[config.mk]
export PLATFORM = sky130hd
export DESIGN_NAME = out_port_buffer
export DESIGN_NICKNAME = d
export VERILOG_FILES = /design/src/rtl/out_port_buffer_pkg.sv /design/src/rtl/out_fifo_mem.sv /design/src/rtl/out_port_buffer.sv
export SDC_FILE = /design/constraint.sdc
export NUM_CORES = 1
export LEC_CHECK = 0
export BUFFER_PORTS_ARGS = -buffer_cell sky130_fd_sc_hd__buf_4
export CAP_MARGIN = 0
export CORE_UTILIZATION = 60
export CTS_CLUSTER_DIAMETER = 30
export CTS_CLUSTER_SIZE = 25
export DETAILED_ROUTE_END_ITERATION = 12
export PLACE_DENSITY = 0.78
export SYNTH_ARGS = -nofsm -noshare
export SYNTH_HDL_FRONTEND = slang
export SYNTH_SLANG_ARGS = --single-unit
[constraint.sdc]
create_clock -name clk -period 5.1 [get_ports clk]
set_input_delay 0.51 -clock clk [delete_from_list [all_inputs] [get_ports clk]]
set_output_delay 0.51 -clock clk [all_outputs]
set_load 0.03 [all_outputs]
[src/rtl/out_port_buffer_pkg.sv]
// -----------------------------------------------------------------------------
// out_port_buffer_pkg
//   Shared constants for the processor output path. These are the default
//   widths and depth used by out_port_buffer and its storage array. The same
//   values are used by the processor top, so OUT_Port and the queued byte
//   width always agree.
// -----------------------------------------------------------------------------
package out_port_buffer_pkg;

  // Width of one OUT byte. This must equal the processor's OUT_Port width.
  localparam int DEF_DATA_W = 8;

  // Default FIFO depth. It must be a power of two and at least 2.
  localparam int DEF_DEPTH  = 8;
  localparam int DEF_ADDR_W = $clog2(DEF_DEPTH);

  // Width of the saturating dropped-byte counter.
  localparam int DEF_CNT_W  = 8;

endpackage : out_port_buffer_pkg

[src/rtl/out_fifo_mem.sv]
// -----------------------------------------------------------------------------
// out_fifo_mem
//   A DEPTH x DATA_W register array. It has one synchronous write port and one
//   asynchronous read port. The asynchronous read gives the parent
//   first-word fall-through without any extra cycle of latency.
// Ports
//   clk    in   rising-edge clock
//   we     in   write enable
//   waddr  in   write address
//   wdata  in   write data
//   raddr  in   read address
//   rdata  out  array contents at raddr (combinational)
// -----------------------------------------------------------------------------
module out_fifo_mem
  import out_port_buffer_pkg::*;
#(
  parameter int DATA_W = DEF_DATA_W,
  parameter int DEPTH  = DEF_DEPTH,
  parameter int ADDR_W = DEF_ADDR_W
) (
  input  logic              clk,
  input  logic              we,
  input  logic [ADDR_W-1:0] waddr,
  input  logic [DATA_W-1:0] wdata,
  input  logic [ADDR_W-1:0] raddr,
  output logic [DATA_W-1:0] rdata
);

  logic [DATA_W-1:0] mem_q [DEPTH];

  // NOTE: the storage array has no reset on purpose. The read pointer and the
  // empty flag decide whether an entry is visible, so its power-up contents
  // never matter. Leaving it unreset also lets the array map onto plain
  // flops or a register file with no reset fan-out.
  always_ff @(posedge clk) begin
    if (we) begin
      mem_q[waddr] <= wdata;
    end
  end

  assign rdata = mem_q[raddr];

endmodule : out_fifo_mem

[src/rtl/out_port_buffer.sv]
// -----------------------------------------------------------------------------
// out_port_buffer
//   Output-side buffer placed directly after the processor top.
//   - It captures every WB-stage OUT write (Valid/OUT_Port).
//   - It queues the bytes in a FIFO and drains them over valid/ready.
//   - It never back-pressures the core. A byte that arrives while the FIFO is
//     full and nothing is being popped is dropped. Each drop is counted in a
//     saturating counter and flagged with a sticky overflow bit.
// Ports
//   clk, rst      clock and asynchronous active-high reset
//   in_valid      processor Valid (WB output valid)
//   in_data       processor OUT_Port
//   out_ready     consumer accepts out_data this cycle
//   out_valid     a byte is queued; out_data is the oldest one
//   out_data      FIFO head (first-word fall-through); 0 while empty
//   full, empty   occupancy flags
//   count         occupied entries, 0..DEPTH
//   overflow      sticky: at least one byte was dropped
//   drop_cnt      number of dropped bytes, saturating at 2^CNT_W-1
//   clr_overflow  synchronous clear of overflow and drop_cnt
// -----------------------------------------------------------------------------
module out_port_buffer
  import out_port_buffer_pkg::*;
#(
  parameter int DATA_W = DEF_DATA_W,
  parameter int DEPTH  = DEF_DEPTH,
  parameter int ADDR_W = DEF_ADDR_W,
  parameter int CNT_W  = DEF_CNT_W
) (
  input  logic              clk,
  input  logic              rst,
  input  logic              in_valid,
  input  logic [DATA_W-1:0] in_data,
  input  logic              out_ready,
  output logic              out_valid,
  output logic [DATA_W-1:0] out_data,
  output logic              full,
  output logic              empty,
  output logic [ADDR_W:0]   count,
  output logic              overflow,
  output logic [CNT_W-1:0]  drop_cnt,
  input  logic              clr_overflow
);

  // Each pointer carries one wrap bit above the address bits. Equal pointers
  // mean the FIFO is empty. Pointers that differ only in the wrap bit mean it
  // is full. Because both pointers roll over together modulo 2*DEPTH, this
  // test stays correct after any number of wraps.
  logic [ADDR_W:0]   wr_ptr_q, wr_ptr_d;
  logic [ADDR_W:0]   rd_ptr_q, rd_ptr_d;
  logic              overflow_q, overflow_d;
  logic [CNT_W-1:0]  drop_cnt_q, drop_cnt_d;

  logic              push;
  logic              pop;
  logic              drop;
  logic [DATA_W-1:0] head_data;

  // ---------------------------------------------------------------------------
  // Occupancy and handshake
  // ---------------------------------------------------------------------------
  assign empty = (wr_ptr_q == rd_ptr_q);
  assign full  = (wr_ptr_q[ADDR_W] != rd_ptr_q[ADDR_W]) &&
                 (wr_ptr_q[ADDR_W-1:0] == rd_ptr_q[ADDR_W-1:0]);

  // The pointer difference modulo 2*DEPTH is exactly the occupancy 0..DEPTH.
  // It tracks count + push - pop without a separate counter that could drift.
  assign count = wr_ptr_q - rd_ptr_q;

  // out_valid depends only on registered state. A byte written at an edge
  // therefore appears one cycle later, and no path runs from in_* to out_*.
  assign out_valid = ~empty;
  assign pop       = out_valid & out_ready;

  // A pop in the same cycle frees a slot, so a full FIFO still accepts a byte
  // then. A drop happens only when no slot will be freed.
  assign push = in_valid & (~full | pop);
  assign drop = in_valid & full & ~pop;

  // Force the output to 0 while empty. This keeps unreset storage from
  // showing on the port and gives out_data = 0 out of reset.
  assign out_data = empty ? '0 : head_data;

  // ---------------------------------------------------------------------------
  // Storage
  // ---------------------------------------------------------------------------
  out_fifo_mem #(
    .DATA_W (DATA_W),
    .DEPTH  (DEPTH),
    .ADDR_W (ADDR_W)
  ) u_mem (
    .clk   (clk),
    .we    (push),
    .waddr (wr_ptr_q[ADDR_W-1:0]),
    .wdata (in_data),
    .raddr (rd_ptr_q[ADDR_W-1:0]),
    .rdata (head_data)
  );

  // ---------------------------------------------------------------------------
  // Next-state logic
  // ---------------------------------------------------------------------------
  // NOTE: every signal assigned in this block gets a default first. This
  // guarantees that no path through the block leaves a value unassigned, so
  // no latch is inferred.
  always_comb begin
    wr_ptr_d   = wr_ptr_q;
    rd_ptr_d   = rd_ptr_q;
    overflow_d = overflow_q;
    drop_cnt_d = drop_cnt_q;

    if (push) begin
      wr_ptr_d = wr_ptr_q + 1'b1;
    end
    if (pop) begin
      rd_ptr_d = rd_ptr_q + 1'b1;
    end

    if (clr_overflow) begin
      overflow_d = 1'b0;
      drop_cnt_d = '0;
    end

    // The drop is evaluated after the clear and increments from the cleared
    // value. A drop that coincides with clr_overflow therefore leaves
    // overflow = 1 and drop_cnt = 1.
    if (drop) begin
      overflow_d = 1'b1;
      if (drop_cnt_d != {CNT_W{1'b1}}) begin
        drop_cnt_d = drop_cnt_d + 1'b1;
      end
    end
  end

  // ---------------------------------------------------------------------------
  // State registers
  // ---------------------------------------------------------------------------
  // NOTE: sequential state uses non-blocking assignments only. All registers
  // then sample their next-state values from the same edge, regardless of
  // the order in which the blocks are evaluated.
  always_ff @(posedge clk or posedge rst) begin
    if (rst) begin
      wr_ptr_q   <= '0;
      rd_ptr_q   <= '0;
      overflow_q <= 1'b0;
      drop_cnt_q <= '0;
    end else begin
      wr_ptr_q   <= wr_ptr_d;
      rd_ptr_q   <= rd_ptr_d;
      overflow_q <= overflow_d;
      drop_cnt_q <= drop_cnt_d;
    end
  end

  assign overflow = overflow_q;
  assign drop_cnt = drop_cnt_q;

endmodule : out_port_buffer

==> impl_metrics.yaml <==
status:
  status: "finished, final reports clean"
layout:
  fin_cells: 341
  fin_area_um2: 3950
  area_growth_pct: 14.6
  finalNetCount: 283
  nFillCells: 356
  drive_gt1_frac: 0.271
  diodes: 0
cts:
  h-tree-depth: 3
  cts_tree: "done"
  ctsHoldBuffers: 0
  cts_num_sinks: 81
  clk_pin_slew_ns: 0.08
  cts_buffer_depth: 2
  clk_latency_ns: 0.35
  cts_resized: 0
  clockRootBuffer: "clkbuf_8"
  cts_setup_buffers: 0
  cts_made_buffers: 9
synthesis:
  synthCells: 222
  synthesis.nets: 241
  ys_seq_elements: 81
  yosys_warnings: 0
  yosysUniqueCellTypes: 36
  syn_area_per_cell_um2: 15.5
  yosysSeqAreaShare: 0.681
  syn_area_um2: 3440
floorplanning:
  initial_core_util: 0.626
  std_cell_rows: 27
  io_pins: 37
  die_h_um: 77.8
  die_area_um2: 6050
  die_w_um: 77.8
  core_um2: 5510
detailed_routing:
  drc: 0
  wl_per_cell_um: 18.6
  vias_per_cell: 5.76
  drt_iter0_markers: 223
  via_count: 1964
  dr.pass1.iters: 5
  wl_um: 6330
  route.antenna.remaining_nets: 0
setup_path:
  reg2regPathDepth: 6
  worstSetupPathType: "flip-flop to primary output"
  critPathRequiredTime_ns: 4.59
  cp.arrival_ns: 2.83
  critPathCaptureType: "primary output"
  critPathMaxFanout: 21
  startpoint_type: "flip-flop"
sta:
  rsz0062_at_grt: "false"
  tns_ns: 0
  fmax_mhz: 300
  hold_viol_final: 0
  finalSetupViolCount: 0
  period_needed_ns: 3.34
  fin_crit_sh: 0.654
  maxSlewHeadroom: 0.241
  hold_slack_ns: 0.259
  worst_pin_slew_ns: 1.13
  setup_slack_ns: 1.76
  slew_viol_final: 0
  clock_skew_ns: 0.0102
global_routing:
  grt_pass1_vias: 2012
  grt_pass1_wl_um: 10200
  antenna_found_initial: 0
  grt_util_all_layers: 0.234
  grt-ovfl-total: 0
  grt_max_degree: 22
pwr:
  power_density_nw_per_um2: 623
  leakage_nw: 1.44
  ir_drop_mv: 0.325
place:
  place_inst: 325
  portBuffers: 36
  place_area_um2: 3780
  dp_hpwl_um: 4380
  gp_congestion: 0.819
  place_ws_ns: 1.89
run:
  cap_violations: 0
worst_hold_path:
  hp-class: "primary input to async pin"
-- kinds of logic (layout without fill, tap and decap cells) --
group,count (synthesis),after routing,synth area share
AND/OR/NAND/NOR,64,64,0.0912
flip-flops,81,81,0.681
adder cells (fa/ha/maj),6,6,0.0240
AO/OA/AOI/OAI,26,26,0.0443
multiplexers,17,17,0.108
XOR/XNOR,10,10,0.0276
buffers and inverters,18,65,0.0236
-- worst max-delay path: stages, from the launching register on --
cell and delay, ns:
dfrtp_1 0.91, inv_1 0.10, ha_1 0.36, and3_2 0.24, nand2_1 0.12, clkinv_1 0.25
a21oi_1 0.28, buf_4 0.20
-- synthesized netlist by cell type --
cell       n  area (um^2)
buf_2      2         10.0
nor3_1     6         30.0
a21oi_1   14         70.1
buf_6      1         11.3
edfxtp_1  64         1920
o31a_1     1         8.76
nand2b_1   2         12.5
ha_1       5         62.6
nand2_1   30          113
xnor2_1    8         70.1
clkinv_1   2         7.51
buf_1      2         7.51
xor2_2     1         16.3
dfrtp_1   17          425
and4_1     1         8.76
nand4_1    1         6.26
a21o_1     1         7.51
xor2_1     1         8.76
a311oi_1   1         8.76
and4b_1    1         10.0
mux2_2     1         11.3
o31ai_1    4         30.0
and3_2     2         15.0
a31oi_1    2         12.5
nor2_1    10         37.5
buf_4      1         7.51
and2b_2    1         8.76
nand3_1    4         20.0
inv_1     10         37.5
or4_1      3         22.5
nand3_4    1         17.5
o21ai_0    3         15.0
or3_1      1         6.26
fa_1       1         20.0
nor4_1     1         6.26
mux4_2    16          360
-- path summary, 6_finish.rpt --
path | endpoint | from | slack [ns]
worst max-delay path | out_data[5] | rd_ptr_q[1] | 1.76
worst min-delay path | drop_cnt[7] | rst | 0.26
worst max register to register | u_mem.mem_q[0][0] | rd_ptr_q[1] | 1.93
worst min register to register | overflow | overflow | 0.53
max in group asynchronous | wr_ptr_q[2] | rst | 4.41
min in group clk | u_mem.mem_q[7][1] | in_data[1] | 0.40
-- area by class of cell --
class,instances,area [um^2],share of cell area
inverter,12,45.0,0.0114
clock buffer,10,128,0.0323
tap,72,90.1,0.0228
clock inverter,6,43.8,0.0111
multi-input combinational,123,1020,0.257
sequential,81,2350,0.595
timing repair buffer,37,278,0.0704
-- routing by layer --
layer / part of all wire / wire (um) / up-vias / global-route usage
met5: 0 / 0 / - / 0
met4: 0.015 / 97 / 0 / 0.0849
met3: 0.064 / 404 / 10 / 0.0647
met2: 0.48 / 3040 / 57 / 0.352
met1: 0.44 / 2790 / 974 / 0.331
li1: - / - / 923 / -
-- sequential cells by signal (all words and copies together) (netlist names) --
signal       count
rd_ptr_q         4
wr_ptr_q         4
drop_cnt         8
u_mem.mem_q     64
overflow         1
-- power breakdown --
part / total (mW) / switching, mW / internal, mW / leakage, nW
clock: 0.407 / 0.229 / 0.178 / 0.0765
combinational: 1.12 / 0.668 / 0.456 / 0.561
sequential: 0.930 / 0.102 / 0.827 / 0.802
-- metrics by stage --
step                      power, mW  utilization
after detailed placement       2.07        0.686
after floorplan                1.71            -
final                          2.46        0.717
after global routing           2.59        0.717
after CTS                      2.48        0.717
after global placement         2.05        0.686
-- placed cells by master (no fill, tap or decap), types with 2 or more instances in the layout --
cell and instances:
and3_2 2, o31ai_1 4, edfxtp_1 64, nand2_1 30, buf_4 37, nor3_1 6
nand3_1 4, nor2_1 10, clkbuf_8 9, ha_1 5, o21ai_0 3, inv_1 10
clkinv_1 3, a21oi_1 14, or4_1 3, clkinvlp_4 3, dfrtp_1 17, xnor2_1 8
mux4_2 16, a31oi_1 2, nand2b_1 2
No activity file was read; power rests on OpenSTA's default activity.
